File: src/rtl/mc_ctrl_pkg.sv
// mc_ctrl_pkg: shared constants and types for the multicycle controller.
//   - opcode / funct field values the decoder recognises
//   - ALUcntrl, ALUSrcB, PCSrc and err_code encodings
//   - FSM state enum and decoded instruction class enum
package mc_ctrl_pkg;

  localparam logic [5:0] OP_RTYPE = 6'b000000;
  localparam logic [5:0] OP_J     = 6'b000010;
  localparam logic [5:0] OP_BEQ   = 6'b000100;
  localparam logic [5:0] OP_BNE   = 6'b000101;
  localparam logic [5:0] OP_ADDI  = 6'b001000;
  localparam logic [5:0] OP_XORI  = 6'b001110;
  localparam logic [5:0] OP_LW    = 6'b100011;
  localparam logic [5:0] OP_SW    = 6'b101011;

  localparam logic [5:0] FN_ADD = 6'b100000;
  localparam logic [5:0] FN_SUB = 6'b100010;
  localparam logic [5:0] FN_AND = 6'b100100;
  localparam logic [5:0] FN_OR  = 6'b100101;
  localparam logic [5:0] FN_SLT = 6'b101010;
  localparam logic [5:0] FN_JR  = 6'b001000;

  localparam logic [2:0] ALU_ADD = 3'b000;
  localparam logic [2:0] ALU_XOR = 3'b001;
  localparam logic [2:0] ALU_SUB = 3'b010;
  localparam logic [2:0] ALU_SLT = 3'b011;
  localparam logic [2:0] ALU_AND = 3'b100;
  localparam logic [2:0] ALU_OR  = 3'b101;

  localparam logic [1:0] SRCB_REG  = 2'b00;
  localparam logic [1:0] SRCB_FOUR = 2'b01;
  localparam logic [1:0] SRCB_SEXT = 2'b10;
  localparam logic [1:0] SRCB_ZEXT = 2'b11;

  localparam logic [1:0] PCSRC_ALU = 2'b00;
  localparam logic [1:0] PCSRC_BR  = 2'b01;
  localparam logic [1:0] PCSRC_JMP = 2'b10;
  localparam logic [1:0] PCSRC_RS  = 2'b11;

  localparam logic [1:0] ERR_NONE    = 2'b00;
  localparam logic [1:0] ERR_ILLEGAL = 2'b01;
  localparam logic [1:0] ERR_TIMEOUT = 2'b10;

  typedef enum logic [3:0] {
    S_FETCH, S_DECODE, S_MEMADR, S_MEMRD, S_MEMWB, S_MEMWR,
    S_EXEC_R, S_EXEC_I, S_ALUWB, S_BRANCH, S_JUMP, S_JR, S_TRAP
  } state_e;

  typedef enum logic [3:0] {
    CLS_LW, CLS_SW, CLS_R, CLS_I, CLS_BEQ, CLS_BNE, CLS_J, CLS_JR, CLS_ILL
  } cls_e;

endpackage

File: src/rtl/mc_ctrl_if.sv
// mc_ctrl_if: bundle between the controller and the datapath/memory.
//   inputs to controller : op, funct, zero, mem_ready
//   outputs of controller: datapath strobes/selects, retire, halted, err_code
//   master = controller side, slave = datapath side
interface mc_ctrl_if;
  logic [5:0] op;
  logic [5:0] funct;
  logic       zero;
  logic       mem_ready;

  logic       PCWr, IRWr, IorD, MemRd, MemWr, RegDst, RegWr, MemToReg, ALUSrcA;
  logic [1:0] ALUSrcB;
  logic [1:0] PCSrc;
  logic [2:0] ALUcntrl;
  logic       retire;
  logic       halted;
  logic [1:0] err_code;

  modport master (
    input  op, funct, zero, mem_ready,
    output PCWr, IRWr, IorD, MemRd, MemWr, RegDst, RegWr, MemToReg, ALUSrcA,
           ALUSrcB, PCSrc, ALUcntrl, retire, halted, err_code
  );

  modport slave (
    output op, funct, zero, mem_ready,
    input  PCWr, IRWr, IorD, MemRd, MemWr, RegDst, RegWr, MemToReg, ALUSrcA,
           ALUSrcB, PCSrc, ALUcntrl, retire, halted, err_code
  );
endinterface

File: src/rtl/mc_ctrl_decode.sv
// mc_decode: combinational instruction decoder.
//   op_i, funct_i : instruction fields
//   cls_o         : instruction class driving the FSM dispatch
//   alu_o         : ALU operation for R-type / immediate instructions
//   zext_o        : immediate is zero-extended (xori) rather than sign-extended
//   illegal_o     : instruction not supported in this configuration
// With EXT_OPS = 0 the and/or/addi/beq encodings fall through to illegal.
module mc_decode
  import mc_ctrl_pkg::*;
#(
  parameter int unsigned EXT_OPS = 1
) (
  input  logic [5:0] op_i,
  input  logic [5:0] funct_i,
  output cls_e       cls_o,
  output logic [2:0] alu_o,
  output logic       zext_o,
  output logic       illegal_o
);

  localparam bit EXT = (EXT_OPS != 0);

  always_comb begin
    cls_o  = CLS_ILL;
    alu_o  = ALU_ADD;
    zext_o = 1'b0;
    case (op_i)
      OP_LW: cls_o = CLS_LW;
      OP_SW: cls_o = CLS_SW;
      OP_RTYPE: begin
        case (funct_i)
          FN_ADD: begin cls_o = CLS_R; alu_o = ALU_ADD; end
          FN_SUB: begin cls_o = CLS_R; alu_o = ALU_SUB; end
          FN_SLT: begin cls_o = CLS_R; alu_o = ALU_SLT; end
          FN_AND: if (EXT) begin cls_o = CLS_R; alu_o = ALU_AND; end
          FN_OR:  if (EXT) begin cls_o = CLS_R; alu_o = ALU_OR;  end
          FN_JR:  cls_o = CLS_JR;
          default: ;
        endcase
      end
      OP_XORI: begin cls_o = CLS_I; alu_o = ALU_XOR; zext_o = 1'b1; end
      OP_ADDI: if (EXT) begin cls_o = CLS_I; alu_o = ALU_ADD; end
      OP_BEQ:  if (EXT) cls_o = CLS_BEQ;
      OP_BNE:  cls_o = CLS_BNE;
      OP_J:    cls_o = CLS_J;
      default: ;
    endcase
  end

  assign illegal_o = (cls_o == CLS_ILL);

endmodule

File: src/rtl/mc_ctrl.sv
// mc_ctrl: multicycle CPU controller.
//   clk, reset : single clock, synchronous active-high reset
//   bus        : mc_ctrl_if.master (instruction fields, zero flag,
//                mem_ready in; datapath strobes, retire, halted, err_code out)
//
// state    | meaning
// ---------+-----------------------------------------------------
// FETCH    | read instruction, latch IR and PC+4 on mem_ready
// DECODE   | classify instruction, precompute branch target
// MEMADR   | compute load/store address
// MEMRD    | load data read, wait for mem_ready
// MEMWB    | write loaded data to register file
// MEMWR    | store data write, retire on mem_ready
// EXEC_R   | R-type ALU operation
// EXEC_I   | immediate ALU operation
// ALUWB    | write ALU result to register file
// BRANCH   | compare, conditionally load branch target
// JUMP     | load jump target
// JR       | load PC from rs
// TRAP     | halted on illegal instruction or memory timeout
//
// Strobes come from the registered state; FETCH IRWr/PCWr, MEMWR retire and
// BRANCH PCWr additionally follow mem_ready/zero in the same cycle. All
// outputs are forced to 0 while reset is high, even before the reset edge.
module mc_ctrl
  import mc_ctrl_pkg::*;
#(
  parameter int unsigned MEM_TIMEOUT = 15,
  parameter int unsigned EXT_OPS     = 1
) (
  input logic       clk,
  input logic       reset,
  mc_ctrl_if.master bus
);

  localparam logic [7:0] TMO = 8'(MEM_TIMEOUT);

  state_e     state_q;
  cls_e       cls_q;
  logic [2:0] alu_q;
  logic       zext_q;
  logic [1:0] err_q;
  logic [7:0] wait_q, wait_d;

  cls_e       dec_cls;
  logic [2:0] dec_alu;
  logic       dec_zext;
  logic       dec_illegal;

  logic       mem_wait;
  logic       timeout;
  logic [1:0] imm_srcb;

  mc_decode #(.EXT_OPS(EXT_OPS)) u_decode (
    .op_i      (bus.op),
    .funct_i   (bus.funct),
    .cls_o     (dec_cls),
    .alu_o     (dec_alu),
    .zext_o    (dec_zext),
    .illegal_o (dec_illegal)
  );

  assign mem_wait = (state_q == S_FETCH) || (state_q == S_MEMRD) || (state_q == S_MEMWR);
  // mem_ready on the terminal cycle wins over the timeout.
  assign timeout  = mem_wait && !bus.mem_ready && (wait_q == TMO);
  // Counter is zero whenever a wait state is entered, since it clears on
  // every cycle that is not an unfinished wait.
  assign wait_d   = (mem_wait && !bus.mem_ready && !timeout) ? wait_q + 8'd1 : 8'd0;
  assign imm_srcb = zext_q ? SRCB_ZEXT : SRCB_SEXT;

  always_ff @(posedge clk) begin
    if (reset) begin
      state_q <= S_FETCH;
      cls_q   <= CLS_ILL;
      alu_q   <= ALU_ADD;
      zext_q  <= 1'b0;
      err_q   <= ERR_NONE;
      wait_q  <= 8'd0;
    end else begin
      wait_q <= wait_d;
      case (state_q)
        S_FETCH: begin
          if (bus.mem_ready) begin
            state_q <= S_DECODE;
          end else if (timeout) begin
            state_q <= S_TRAP;
            err_q   <= ERR_TIMEOUT;
          end
        end
        S_DECODE: begin
          cls_q  <= dec_cls;
          alu_q  <= dec_alu;
          zext_q <= dec_zext;
          if (dec_illegal) begin
            state_q <= S_TRAP;
            err_q   <= ERR_ILLEGAL;
          end else begin
            case (dec_cls)
              CLS_LW, CLS_SW:   state_q <= S_MEMADR;
              CLS_R:            state_q <= S_EXEC_R;
              CLS_I:            state_q <= S_EXEC_I;
              CLS_BEQ, CLS_BNE: state_q <= S_BRANCH;
              CLS_J:            state_q <= S_JUMP;
              CLS_JR:           state_q <= S_JR;
              default: begin
                state_q <= S_TRAP;
                err_q   <= ERR_ILLEGAL;
              end
            endcase
          end
        end
        S_MEMADR: state_q <= (cls_q == CLS_SW) ? S_MEMWR : S_MEMRD;
        S_MEMRD, S_MEMWR: begin
          if (bus.mem_ready) begin
            state_q <= (state_q == S_MEMRD) ? S_MEMWB : S_FETCH;
          end else if (timeout) begin
            state_q <= S_TRAP;
            err_q   <= ERR_TIMEOUT;
          end
        end
        S_EXEC_R, S_EXEC_I: state_q <= S_ALUWB;
        S_MEMWB, S_ALUWB, S_BRANCH, S_JUMP, S_JR: state_q <= S_FETCH;
        S_TRAP: state_q <= S_TRAP;
        default: state_q <= S_FETCH;
      endcase
    end
  end

  always_comb begin
    bus.PCWr     = 1'b0;
    bus.IRWr     = 1'b0;
    bus.IorD     = 1'b0;
    bus.MemRd    = 1'b0;
    bus.MemWr    = 1'b0;
    bus.RegDst   = 1'b0;
    bus.RegWr    = 1'b0;
    bus.MemToReg = 1'b0;
    bus.ALUSrcA  = 1'b0;
    bus.ALUSrcB  = SRCB_REG;
    bus.PCSrc    = PCSRC_ALU;
    bus.ALUcntrl = ALU_ADD;
    bus.retire   = 1'b0;
    bus.halted   = 1'b0;
    bus.err_code = ERR_NONE;
    if (!reset) begin
      bus.err_code = err_q;
      case (state_q)
        S_FETCH: begin
          bus.MemRd   = 1'b1;
          bus.ALUSrcB = SRCB_FOUR;
          bus.IRWr    = bus.mem_ready;
          bus.PCWr    = bus.mem_ready;
        end
        S_DECODE: bus.ALUSrcB = SRCB_SEXT;
        S_MEMADR: begin
          bus.ALUSrcA = 1'b1;
          bus.ALUSrcB = SRCB_SEXT;
        end
        S_MEMRD: begin
          bus.MemRd = 1'b1;
          bus.IorD  = 1'b1;
        end
        S_MEMWB: begin
          bus.RegWr    = 1'b1;
          bus.MemToReg = 1'b1;
          bus.retire   = 1'b1;
        end
        S_MEMWR: begin
          bus.MemWr  = 1'b1;
          bus.IorD   = 1'b1;
          bus.retire = bus.mem_ready;
        end
        S_EXEC_R: begin
          bus.ALUSrcA  = 1'b1;
          bus.ALUSrcB  = SRCB_REG;
          bus.ALUcntrl = alu_q;
        end
        S_EXEC_I: begin
          bus.ALUSrcA  = 1'b1;
          bus.ALUSrcB  = imm_srcb;
          bus.ALUcntrl = alu_q;
        end
        S_ALUWB: begin
          bus.RegWr    = 1'b1;
          bus.retire   = 1'b1;
          bus.RegDst   = (cls_q == CLS_R);
          bus.ALUSrcA  = 1'b1;
          bus.ALUSrcB  = (cls_q == CLS_R) ? SRCB_REG : imm_srcb;
          bus.ALUcntrl = alu_q;
        end
        S_BRANCH: begin
          bus.ALUSrcA  = 1'b1;
          bus.ALUSrcB  = SRCB_REG;
          bus.ALUcntrl = ALU_SUB;
          bus.PCSrc    = PCSRC_BR;
          bus.PCWr     = (cls_q == CLS_BEQ) ? bus.zero : !bus.zero;
          bus.retire   = 1'b1;
        end
        S_JUMP: begin
          bus.PCSrc  = PCSRC_JMP;
          bus.PCWr   = 1'b1;
          bus.retire = 1'b1;
        end
        S_JR: begin
          bus.PCSrc  = PCSRC_RS;
          bus.PCWr   = 1'b1;
          bus.retire = 1'b1;
        end
        S_TRAP: bus.halted = 1'b1;
        default: ;
      endcase
    end
  end

endmodule

File: src/flat_wrapper.sv
// flat-port wrapper written by rule: the top's interface ports become plain ports
module mc_ctrl_flat import mc_ctrl_pkg::*;
#(
  parameter int unsigned MEM_TIMEOUT = 15,
  parameter int unsigned EXT_OPS     = 1
)
  (clk, reset, bus_op, bus_funct, bus_zero, bus_mem_ready, bus_PCWr, bus_IRWr, bus_IorD, bus_MemRd, bus_MemWr, bus_RegDst, bus_RegWr, bus_MemToReg, bus_ALUSrcA, bus_ALUSrcB, bus_PCSrc, bus_ALUcntrl, bus_retire, bus_halted, bus_err_code);
  mc_ctrl_if bus_i ();
  input logic clk;
  input logic reset;
  input wire logic [$bits(bus_i.op)-1:0] bus_op;
  input wire logic [$bits(bus_i.funct)-1:0] bus_funct;
  input wire logic [$bits(bus_i.zero)-1:0] bus_zero;
  input wire logic [$bits(bus_i.mem_ready)-1:0] bus_mem_ready;
  output wire logic [$bits(bus_i.PCWr)-1:0] bus_PCWr;
  output wire logic [$bits(bus_i.IRWr)-1:0] bus_IRWr;
  output wire logic [$bits(bus_i.IorD)-1:0] bus_IorD;
  output wire logic [$bits(bus_i.MemRd)-1:0] bus_MemRd;
  output wire logic [$bits(bus_i.MemWr)-1:0] bus_MemWr;
  output wire logic [$bits(bus_i.RegDst)-1:0] bus_RegDst;
  output wire logic [$bits(bus_i.RegWr)-1:0] bus_RegWr;
  output wire logic [$bits(bus_i.MemToReg)-1:0] bus_MemToReg;
  output wire logic [$bits(bus_i.ALUSrcA)-1:0] bus_ALUSrcA;
  output wire logic [$bits(bus_i.ALUSrcB)-1:0] bus_ALUSrcB;
  output wire logic [$bits(bus_i.PCSrc)-1:0] bus_PCSrc;
  output wire logic [$bits(bus_i.ALUcntrl)-1:0] bus_ALUcntrl;
  output wire logic [$bits(bus_i.retire)-1:0] bus_retire;
  output wire logic [$bits(bus_i.halted)-1:0] bus_halted;
  output wire logic [$bits(bus_i.err_code)-1:0] bus_err_code;
  assign bus_i.op = bus_op;
  assign bus_i.funct = bus_funct;
  assign bus_i.zero = bus_zero;
  assign bus_i.mem_ready = bus_mem_ready;
  assign bus_PCWr = bus_i.PCWr;
  assign bus_IRWr = bus_i.IRWr;
  assign bus_IorD = bus_i.IorD;
  assign bus_MemRd = bus_i.MemRd;
  assign bus_MemWr = bus_i.MemWr;
  assign bus_RegDst = bus_i.RegDst;
  assign bus_RegWr = bus_i.RegWr;
  assign bus_MemToReg = bus_i.MemToReg;
  assign bus_ALUSrcA = bus_i.ALUSrcA;
  assign bus_ALUSrcB = bus_i.ALUSrcB;
  assign bus_PCSrc = bus_i.PCSrc;
  assign bus_ALUcntrl = bus_i.ALUcntrl;
  assign bus_retire = bus_i.retire;
  assign bus_halted = bus_i.halted;
  assign bus_err_code = bus_i.err_code;
  mc_ctrl #(.MEM_TIMEOUT(MEM_TIMEOUT), .EXT_OPS(EXT_OPS)) u_core (.clk(clk), .reset(reset), .bus(bus_i));
endmodule
File: config.mk
export PLATFORM = sky130hd
export DESIGN_NAME = mc_ctrl_flat
export DESIGN_NICKNAME = d
export VERILOG_FILES = /design/src/rtl/mc_ctrl_pkg.sv /design/src/rtl/mc_ctrl_if.sv /design/src/rtl/mc_ctrl_decode.sv /design/src/rtl/mc_ctrl.sv /design/src/flat_wrapper.sv
export SDC_FILE = /design/constraint.sdc
export NUM_CORES = 1
export LEC_CHECK = 0
export CORE_MARGIN = 5
export CORE_UTILIZATION = 46
export DETAILED_ROUTE_END_ITERATION = 8
export PLACE_DENSITY = 0.75
export RECOVER_POWER = 100
export SETUP_SLACK_MARGIN = 0.5
export SLEW_MARGIN = 15
export SYNTH_ARGS = -nofsm -noshare
export SYNTH_HDL_FRONTEND = slang
export SYNTH_HIERARCHICAL = 1
export SYNTH_SLANG_ARGS = --single-unit
File: constraint.sdc
create_clock -name clk -period 2 [get_ports clk]
set_input_delay 0.3 -clock clk [delete_from_list [all_inputs] [get_ports clk]]
set_output_delay 0.3 -clock clk [all_outputs]
set_load 0.01 [all_outputs]
==> flow_summary.json <==
{
  "path_class": "in2reg",
  "tightest_slew_ns": 0.5417,
  "vias": 2585,
  "arrival_ns": 2.17,
  "initial_core_util_pct": 46.84,
  "crit_path_max_fanout": 2,
  "clk_pin_slew_ns": 0.08,
  "postPlaceCellArea_um2": 2486,
  "post-route-period-util_pct": 100.9,
  "clock_sinks": 22,
  "max_freq_mhz": 495.7,
  "drc_errors": 0,
  "clockBufferDepth": 2,
  "yosysUniqueCellTypes": 55,
  "yosysTopAreaCell": "dfxtp_1",
  "ys_seq_area_share_pct": 26.07,
  "htreeDepth": 1,
  "ys_ff_latch": 22,
  "violations": "setup timing",
  "io_buffers": 35,
  "rows": 22,
  "clk_latency_ns": 0.26,
  "cp-end-kind": "flop",
  "via_per_inst": 6.732,
  "grt_max_degree": 13,
  "grt_overflow": 0,
  "synthCells": 227,
  "gp_congestion": 0.9405,
  "area_growth_pct": 87.48,
  "rsz0062_at_grt": "true",
  "pin_count": 36,
  "drtIter0Drc": 369,
  "drive_gt1_share_pct": 56.55,
  "finClkSkew_ns": 0.001382,
  "fill_cells": 164,
  "top_layer": "met4",
  "grt_pass1_vias": 2408,
  "die_height_um": 70.60,
  "reg2reg_depth": 7,
  "final_max_slew_viol_count": 0,
  "utilization_pct": 87.82,
  "status": "finished with violations",
  "finalWirelength_um": 9272,
  "synth.cell_area_um2": 1689,
  "cp-start-kind": "input port",
  "async_reset_ff_share_pct": 0,
  "fp.coreArea_um2": 3606,
  "syn_nets": 244,
  "worstHoldPathCells": 1,
  "setup_tns_ns": -0.04705,
  "die_w_um": 70.60,
  "diodes": 0,
  "hold_violations": 0,
  "stdcell_area_um2": 3167,
  "postSynthAreaPerCell_um2": 7.441,
  "setup_viol": 4,
  "dieArea_um2": 4984,
  "ir_drop_mv": 0.5504,
  "antenna_found_initial": 0,
  "met1_length_um": 3398,
  "grt_first_pass_wirelength_um": 11830,
  "hp-class": "reg2reg",
  "fin_nets": 354,
  "synth_edf_count": 0,
  "maxCapViolations": 0,
  "ys_warn_count": 6,
  "clock-root-buffer": "clkbuf_8",
  "slew_headroom_pct": 63.89,
  "wl_per_cell_um": 24.15,
  "yosys-top-cells-area": "dfxtp_1 (26%), nand2_1 (6.2%), nor2_1 (6.2%), a21oi_1 (5.3%), nand3_1 (3.3%)",
  "hpwl_um": 4028,
  "worstPathRequired_ns": 2.15,
  "p_leak_nw": 1.249,
  "ys_top_cells_by_count": "nand2_1 (28), nor2_1 (28), dfxtp_1 (22)",
  "cts_buffers": 3,
  "synth_top_area_share_pct": 26.07,
  "synth_ff_type": "dfxtp_1",
  "met3_length_um": 982,
  "period_minus_slack_ns": 2.017,
  "cts_tree": "done",
  "setup_ws_ns": -0.01734,
  "holdBufCountCts": 0,
  "grt.total_usage_pct": 28.89,
  "ant_nets": 0,
  "first_pass_iters": 6,
  "p_per_area_nw_per_um2": 749.0,
  "wl_met2_um": 4260
}
report_power, final:
part	switching [mW]	internal [mW]	total (mW)
registers	0.0611	0.487	0.548
logic	0.814	0.686	1.50
clock network	0.148	0.175	0.324
total	1.02	1.35	2.37
flip-flops by register name, summed over array words and instances (netlist names):
register,cells
u_core/state_q,4
u_core/err_q,2
u_core/wait_q,8
u_core/zext_q,1
u_core/cls_q,4
u_core/alu_q,3
critical path, stage by stage:
cell,delay [ns]
buf_6,0.09
or3_4,0.41
nor4b_4,0.30
nand4_1,0.24
o41ai_4,0.14
or3b_4,0.20
a21oi_2,0.05
o21a_1,0.17
o31a_1,0.25
per-stage QoR:
stage	total power, mW	setup slack (ns)	instances	hold WS [ns]
final	2.372	-0.01734	384	0.4527
after global routing	2.423	-0.1194	384	0.4770
after CTS	2.036	0.06048	377	0.4516
after detailed placement	1.492	-0.6282	346	0.4412
after global placement	1.469	-0.5169	346	0.4296
after floorplan	1.088	0.06781	227	0.4132
placed cells by master (no fill, tap or decap), drive strengths merged, types with 2 or more instances in the layout:
cell type	Yosys	layout
clkdlybuf4s50	0	2
and2	3	3
a21oi	18	18
o211ai	2	2
dfxtp	22	22
xnor2	5	5
o22ai	2	2
o21ai	6	6
clkbuf	6	8
o31a	2	2
nand2b	8	8
a211oi	2	2
nor3b	4	4
nor3	7	7
nand3	11	11
nor4b	6	6
nand4	4	4
or3	2	2
nor4	3	3
nor2	28	28
dlygate4sd2	0	5
and3	2	2
buf	7	106
or3b	2	2
nor2b	4	4
o21a	3	3
a31oi	4	4
o22a	2	2
a211o	2	2
nand2	28	28
xor2	4	4
nand3b	5	5
inv	5	5
kinds of logic after synthesis:
| family | Yosys count | synth area share (%) |
|---|---|---|
| flops | 22 | 26.07 |
| simple gates | 124 | 42.15 |
| fa+ha+maj | 1 | 0.7406 |
| compound gates | 52 | 21.26 |
| mux | 1 | 0.6666 |
| buf+inv | 18 | 4.444 |
| xor+xnor | 9 | 4.666 |
worst paths after layout:
check	start	to	slack (ns)
setup / recovery	bus_op[0]	u_core/state_q[2]	-0.02
hold / removal	u_core/wait_q[0]	u_core/wait_q[0]	0.45
hold reg to reg	u_core/wait_q[0]	u_core/wait_q[0]	0.45
setup reg to reg	u_core/state_q[3]	u_core/cls_q[2]	0.06
per-layer routing:
layer / up-vias / global-route usage [%]
met4: 0 / 14.41
met1: 1205 / 34.84
met2: 247 / 50.10
met5: - / 0
li1: 1050 / -
met3: 83 / 4.119
area by class of cell:
| cell class | instances | area (um^2) | area share, % |
|---|---|---|---|
| Sequential cell | 22 | 456.7 | 14.42 |
| Clock buffer | 4 | 55.05 | 1.738 |
| Tap cell | 48 | 60.06 | 1.896 |
| Timing Repair Buffer | 118 | 984.7 | 31.09 |
| Inverter | 5 | 21.27 | 0.6717 |
| Multi-Input combinational cell | 187 | 1589 | 50.18 |
timing repair:
item,in CTS,in global routing
setup endpoints to repair,42,42
setup buffers,27,7
resized for setup,173,61
endpoints found under the hold margin,0,0
pin swaps,45,24
Power figures use the tool's default switching activity.
